[src/rtl/fifo_uart_pkg.sv]
// Shared types and line levels for the FIFO-fed UART transmitter
// (and a future receiver).
package fifo_uart_pkg;
  typedef enum logic [2:0] {IDLE, POP, LOAD, START, DATA, STOP} tx_state_t;

  localparam logic UART_IDLE_LEVEL  = 1'b1;
  localparam logic UART_START_LEVEL = 1'b0;
endpackage

[src/rtl/baud_tick_gen.sv]
// Bit-period counter: tick marks the last cycle of each CLKS_PER_BIT window.
// Asserting clear restarts the window at count 0 on the next cycle.
module baud_tick_gen #(
  parameter int CLKS_PER_BIT = 16
) (
  input  logic rclk,
  input  logic reset,
  input  logic clear,
  output logic tick
);
  localparam int CW = (CLKS_PER_BIT > 1) ? $clog2(CLKS_PER_BIT) : 1;
  localparam logic [CW-1:0] TERM = CW'(CLKS_PER_BIT - 1);

  logic [CW-1:0] cnt;

  assign tick = (cnt == TERM);

  always_ff @(posedge rclk) begin
    if (reset || clear || tick) cnt <= '0;
    else                        cnt <= cnt + 1'b1;
  end
endmodule

[src/rtl/fifo_uart_tx.sv]
// Drains a registered-output FIFO one byte at a time and sends each byte
// as an 8N1 frame on tx, LSB first.
module fifo_uart_tx
  import fifo_uart_pkg::*;
#(
  parameter int CLKS_PER_BIT = 16,
  parameter int DATA_BITS    = 8
) (
  input  logic                 rclk,
  input  logic                 reset,
  input  logic                 enable,
  input  logic                 fifo_empty,
  input  logic [DATA_BITS-1:0] fifo_data,
  output logic                 fifo_re,
  output logic                 tx,
  output logic                 busy,
  output logic                 tx_done
);
  localparam int IW = (DATA_BITS > 1) ? $clog2(DATA_BITS) : 1;
  localparam logic [IW-1:0] LAST_BIT = IW'(DATA_BITS - 1);

  tx_state_t            state, state_nxt;
  logic [DATA_BITS-1:0] shift;
  logic [IW-1:0]        bit_idx;
  logic                 tick;
  logic                 clear;
  logic                 can_pop;

  assign can_pop = enable && !fifo_empty;
  // Restart the bit window whenever the state is about to change, so every
  // state begins at count 0 and a frame never drifts.
  assign clear   = (state_nxt != state);

  baud_tick_gen #(.CLKS_PER_BIT(CLKS_PER_BIT)) u_baud (
    .rclk  (rclk),
    .reset (reset),
    .clear (clear),
    .tick  (tick)
  );

  always_ff @(posedge rclk) begin
    if (reset) state <= IDLE;
    else       state <= state_nxt;
  end

  always_comb begin
    state_nxt = state;
    unique case (state)
      IDLE:    if (can_pop) state_nxt = POP;
      POP:     state_nxt = LOAD;
      LOAD:    state_nxt = START;
      START:   if (tick) state_nxt = DATA;
      DATA:    if (tick && bit_idx == LAST_BIT) state_nxt = STOP;
      STOP:    if (tick) state_nxt = can_pop ? POP : IDLE;
      default: state_nxt = IDLE;
    endcase
  end

  always_ff @(posedge rclk) begin
    if (reset) begin
      shift   <= '0;
      bit_idx <= '0;
    end else begin
      if (state == LOAD) shift <= fifo_data;
      else if (state == DATA && tick) shift <= shift >> 1;

      if (state != DATA)  bit_idx <= '0;
      else if (tick)      bit_idx <= bit_idx + 1'b1;
    end
  end

  // Outputs decode registered state only; pulses are masked while reset is
  // held so the FIFO is never popped and no completion is reported.
  always_comb begin
    tx      = UART_IDLE_LEVEL;
    fifo_re = 1'b0;
    tx_done = 1'b0;
    busy    = (state != IDLE);
    unique case (state)
      POP:     fifo_re = !reset;
      START:   tx = UART_START_LEVEL;
      DATA:    tx = shift[0];
      STOP:    tx_done = tick && !reset;
      default: ;
    endcase
  end
endmodule

[config.mk]
export PLATFORM = sky130hd
export DESIGN_NAME = fifo_uart_tx
export DESIGN_NICKNAME = d
export VERILOG_FILES = /design/src/rtl/fifo_uart_pkg.sv /design/src/rtl/baud_tick_gen.sv /design/src/rtl/fifo_uart_tx.sv
export SDC_FILE = /design/constraint.sdc
export NUM_CORES = 1
export LEC_CHECK = 0
export ABC_AREA = 1
export ABC_CLOCK_PERIOD_IN_PS = 1450
export CAP_MARGIN = 20
export CORE_MARGIN = 8
export CORE_UTILIZATION = 49
export DETAILED_ROUTE_END_ITERATION = 8
export HOLD_SLACK_MARGIN = 0.1
export PLACE_DENSITY = 0.79
export SLEW_MARGIN = 10
export SYNTH_ARGS = -nofsm -noshare
export SYNTH_HDL_FRONTEND = slang
export SYNTH_SLANG_ARGS = --single-unit
[constraint.sdc]
create_clock -name rclk -period 1.45 [get_ports rclk]
set_clock_uncertainty 0.1 [all_clocks]
set_input_delay 0.145 -clock rclk [delete_from_list [all_inputs] [get_ports rclk]]
set_output_delay 0.145 -clock rclk [all_outputs]
set_load 0.05 [all_outputs]
Word-level counts from Yosys, hierarchy flattened

Index checks and enable logic that the tools add are counted.

Add/sub/neg operators: 2
$mul: 0
Divide/modulo/power cells: 0
Order comparisons: 0
Eq/ne operators: 9
Shift-type cells: 0
Mux-type cells: 11
Bitwise logic cells: 0
Reduce and logical (&&, ||, !) cells: 12

Operator list:

| kind                | count |
|---|---|
| $pmux 3 s6          | 1 |
| $mux 8              | 2 |
| $mux 3              | 4 |
| $eq 3x3->1 const B  | 3 |
| $eq 3x2->1 const B  | 2 |
| $add 4x1->4 const B | 1 |
| $eq 4x4->1 const B  | 1 |
| $logic_and 1x1->1   | 4 |
| $add 3x1->3 const B | 1 |
| $eq 3x1->1 const B  | 1 |
| $logic_not 3->1     | 1 |
| $mux 1              | 3 |
| $ne 3x3->1          | 1 |
| $ne 3x3->1 const B  | 1 |
| $reduce_bool 3->1   | 1 |
| $logic_not 1->1     | 2 |
| $logic_or 1x1->1    | 2 |
| $pmux 1 s2          | 1 |
| $reduce_bool 2->1   | 1 |
| $reduce_or 2->1     | 1 |

Register bits: 18
Latch bits: 0
RAM bits: 0
Memory bits (read-only): 0
Output and inout bits: 4
Logic and storage cells: 38
Memories: 0

Longest topological paths before layout

Depth after elaboration: 8
Gate-level depth with buffers: 7
Mapped depth without buffers: 7

Cells and area by module

Synthesis repeated with hierarchy kept, for this count alone.

Cells, all modules: 144
Area total of the unflattened synthesis: 1014.7 µm²

By module, submodules not included:

| module        | times used | cells each | area an instance (µm²) | sequential area each (µm²) |
|---|---|---|---|---|
| fifo_uart_tx  | 1          | 125        | 848.3                  | 280.3 |
| baud_tick_gen | 1          | 19         | 166.4                  | 80.1 |

Worst setup path after synthesis

OpenSTA, ideal clock, no wires.

Path type: reg2out
Start point: register u_baud.cnt[0]
End point: output port tx_done
Arrival: 2248 ps
Path slack: -1043 ps
Cell stages (with the launch flop): 5
Cells stage by stage: dfxtp_1 > ha_1 > nand3_1 > buf_2 > nor4_1

Cells in the longest elaborated chain, start to end: 3

RTL lines:

| element                  | line                | text |
|---|---|---|
| start: declaration       | baud_tick_gen.sv:14 | `logic [CW-1:0] cnt;` |
| start signal: assignment | baud_tick_gen.sv:20 | `else cnt <= cnt + 1'b1;` |
| $eq 4x4->1               | baud_tick_gen.sv:16 | `assign tick = (cnt == TERM);` |
| $logic_and 1x1->1        | fifo_uart_tx.sv:83  | `STOP: tx_done = tick && !reset;` |
| $mux 1                   | fifo_uart_tx.sv:79  | `unique case (state)` |
| end: declaration         | fifo_uart_tx.sv:17  | `output logic tx_done` |

Every way passes these cells.

Worst setup path in the final report

Start point: register u_baud.cnt[1]
End point: output port tx_done

Same word-level chain as after synthesis.

==> impl_results.md <==
- Status: finished, violations left
- Failing checks: negative setup slack
- Syn nets: roughly 140
- Ys Warns: 0
- CTS tree: done
- P_int: between 0.0007 and 0.0008 W
- Cell Rows: 15
- # nets final: roughly 180
- Worst-Margin Slew: about 340 ps
- Slew HR: 76.77%
- Lkg Pwr: roughly 0.59 nW
- Most common cell after layout, fill and taps aside: nand2_1
- Pwr dens: 752.3 nW/um2
- Final Hold Vio Count: 0
- Skew-Pair Late Insertion Delay: around 300 ps
- PortBufs: 15
- Min Tclk post-route: roughly 1700 ps
- DR vias/cell: 5.374
- Worst-case clock buffer depth: 2
- CP Capture Type: output pin
- Maximum vdd drop: roughly 0.00083 V
- Worst-path clk slew: 100 ps
- Crit-path cells: ha_4 > nand3_4 > buf_6 > nor4_4 > buf_12
- Final Setup Violations: 4
- Antenna viol nets, final: 0
- Synth Area in XOR/XNOR: about 2%
- R2R Setup Slk: -140 ps
- DRC viols: 0
- Fmax: roughly 590 MHz
- CTS sink count: 18
- Layout cells sized above 1: a little over a third
- Core area: between 1500 and 2000 um2
- Final Max Slew Viols: 0
- GPL Wtd Cong: 0.8942
- Mapped Cells: about 130
- P&R area growth vs syn: 60.93%
- Setup WS pre-CTS: -134.1 ps
- Finished Cell Area: roughly 1400 um2
- Post-placement cell count: about 170
- Max Cap Viol: 0
- Crit path buf inv count: 2
- Number of cells on the worst hold path: 3
- Worst r2r src: u_baud.cnt[1]
- Fin cells: 179
- Final worst slack: -249.9 ps
- Crit-path leading delay family: flip-flops
- Dpl cell area: roughly 1200 um2
- H-tree Lvls: 1
- Mean post-synth cell area: about 6.8 um2
- Sequential area share after synthesis: a little over two fifths
- Crit-path slowest cell: dfxtp_2
- Vias: a little under 1000
- Initial antenna violation count: 0
- Yosys top cell by area: dfxtp_1
- Startpoint Class: flop
- Mapped Area: approximately 860 um2
- Largest net degree at the start of global routing: 10
- First-pass GRT wire length: approximately 4000 um
- Met1 Resource Use GR: ~14%
- Multiplexer area fraction after synthesis: 0%
- GRT Resource Usage Total: 14.95%
- Met3 usage in global routing: between 5 and 6%
- Seq pwr share: about half
- Routed WL per cell: between 15 and 20 um
- Pwr Total: around 0.0010 W
- Root Driver: clkbuf_4
- R2R depth: 7
- Grt ovf: 0
- #FFs+latches synth: 18
- First-pass DRT Iterations: 4
- Setup Crit Path Kind: flop to output pin
- Simple-gate area share of the yosys netlist: about a third
- Vias in the first global route: 950
- Boundary Pins: 16
- Netlist cell types: 18
- Starting DRT DRC Count: about 40
- WP data arrival: between 1000 and 1500 ps
- DIE WIDTH: between 50 and 60 um
- WP data required: 1210 ps
- Comb power frac: 24.8%
- Die footprint: roughly 3400 um2
- Chip height: between 50 and 60 um
- Sw Ratio: around 30%
- GRT busiest layer: met2
- Synth top area share: between 40% and 50%
- HP Class: input pin to flop
- Largest family of logic cells by synthesized area: simple AND/OR/NAND/NOR gates
- Clk network pwr share: between 20% and 30%
- Hold_sp: fifo_data[7]
- ANT cells: 0
- Net switching power: 0.0003156 W
- Area contributors post-synth: dfxtp_1, nand2_1, nor2_1, a21oi_1, o21ai_0
- Met2 Resource Use GR: between 20% and 30%
- Compound-Gate Fraction of Synth Area: 12.88%
- Final Cycle Share: 117.2%
- Highest-count cells in the layout ignoring fill and taps: nand2_1, nor2_1, buf_4
- Reg2reg end: state[0]
- CP max FO: 4
- Final wirelength: ~2900 um
- WHS Endpoint: shift[7]
- FILL cells: 99
- Dpl hpwl: 1714 um
- Initial Util: a little over 50%
- Adder-cell share of the synthesized area: approximately 4.3%
- Max incr delay on CP: 360 ps
- RSZ-0062 raised after global routing: yes
- Total CTS buffers: 3
==> state kept, by name, indices dropped and copies added (netlist names) <==
name and count:
shift 8, u_baud.cnt 4, bit_idx 3, state 3
==> worst max path at each step <==
stage,from,endpoint,slack [ps],depth (start not counted)
after floorplan,u_baud.cnt[0],tx_done,-130,4
after global placement,u_baud.cnt[0],u_baud.cnt[1],1,6
after detailed placement,reset,u_baud.cnt[0],-130,6
after CTS,u_baud.cnt[1],tx_done,-260,5
after global routing,u_baud.cnt[1],tx_done,-310,5
final,u_baud.cnt[1],tx_done,-250,5
==> worst min-delay path: stages <==
cell             delay (ps)
clkdlybuf4s50_1         400
nand2_1                  60
a21oi_1                  50
==> power groups by stage <==
stage          combinational (W)  sequential, W  clock (W)
2_1_floorplan           0.000105       0.000538          0
3_3_place_gp            0.000191       0.000540          0
3_5_place_dp            0.000200       0.000541          0
4_1_cts                 0.000209       0.000533   0.000254
5_1_grt                 0.000278       0.000541   0.000277
6_report                0.000259       0.000539   0.000249
==> cells in the mapped netlist <==
master	n
nor4_1	2
inv_2	1
a21oi_1	12
buf_2	1
xnor2_1	1
nand3_1	4
nor2_1	22
nand2_1	33
nand2_2	1
nor2_2	3
ha_1	3
inv_1	11
clkbuf_1	1
o21ai_0	9
a31oi_1	1
xor2_1	1
dfxtp_1	18
nor3_1	4
==> routing by layer <==
| metal | up-vias | share of wire, % | wire [um] |
|---|---|---|---|
| met5 | - | 0 | 0 |
| met1 | 435 | 37 | 1049 |
| met3 | 14 | 5.7 | 162 |
| met2 | 32 | 54 | 1556 |
| met4 | 0 | 3.3 | 93 |
| li1 | 481 | - | - |
==> cells by family (layout without fill, tap and decap cells) <==
family / Yosys count / in the layout
flip-flops: 18 / 18
AO/OA/AOI/OAI: 22 / 22
adder cells (fa/ha/maj): 3 / 3
AND/OR/NAND/NOR: 69 / 69
buffers and inverters: 14 / 48
XOR/XNOR: 2 / 2
==> area by class of cell <==
class / instances / area (um2) / area share, %
Timing Repair Buffer: 33 / 340.3 / 24.46
Tap cell: 17 / 21.27 / 1.529
Inverter: 12 / 45.04 / 3.237
Multi-Input combinational cell: 96 / 588.1 / 42.27
Sequential cell: 18 / 374.1 / 26.89
Clock buffer: 3 / 22.52 / 1.619
==> timing repair <==
item / 4_1_cts / 5_1_grt
resized for setup: 16 / 25
setup buffers: 1 / 7
hold buffers: 0 / 0
endpoints found under the setup margin: 10 / 17
hold endpoints to repair: 0 / 0
pin swaps: 1 / 8
==> metrics by stage <==
stage                     utilization, %  setup TNS, ps  hold slack [ps]
after floorplan                        -         -132.7            123.7
after global placement             69.04              0            338.1
after detailed placement           69.04         -659.5            346.3
after CTS                          73.56         -504.7            293.6
after global routing               82.37          -1193            302.0
final                              82.37         -602.5            294.4
(Power assumes the default switching activity.)
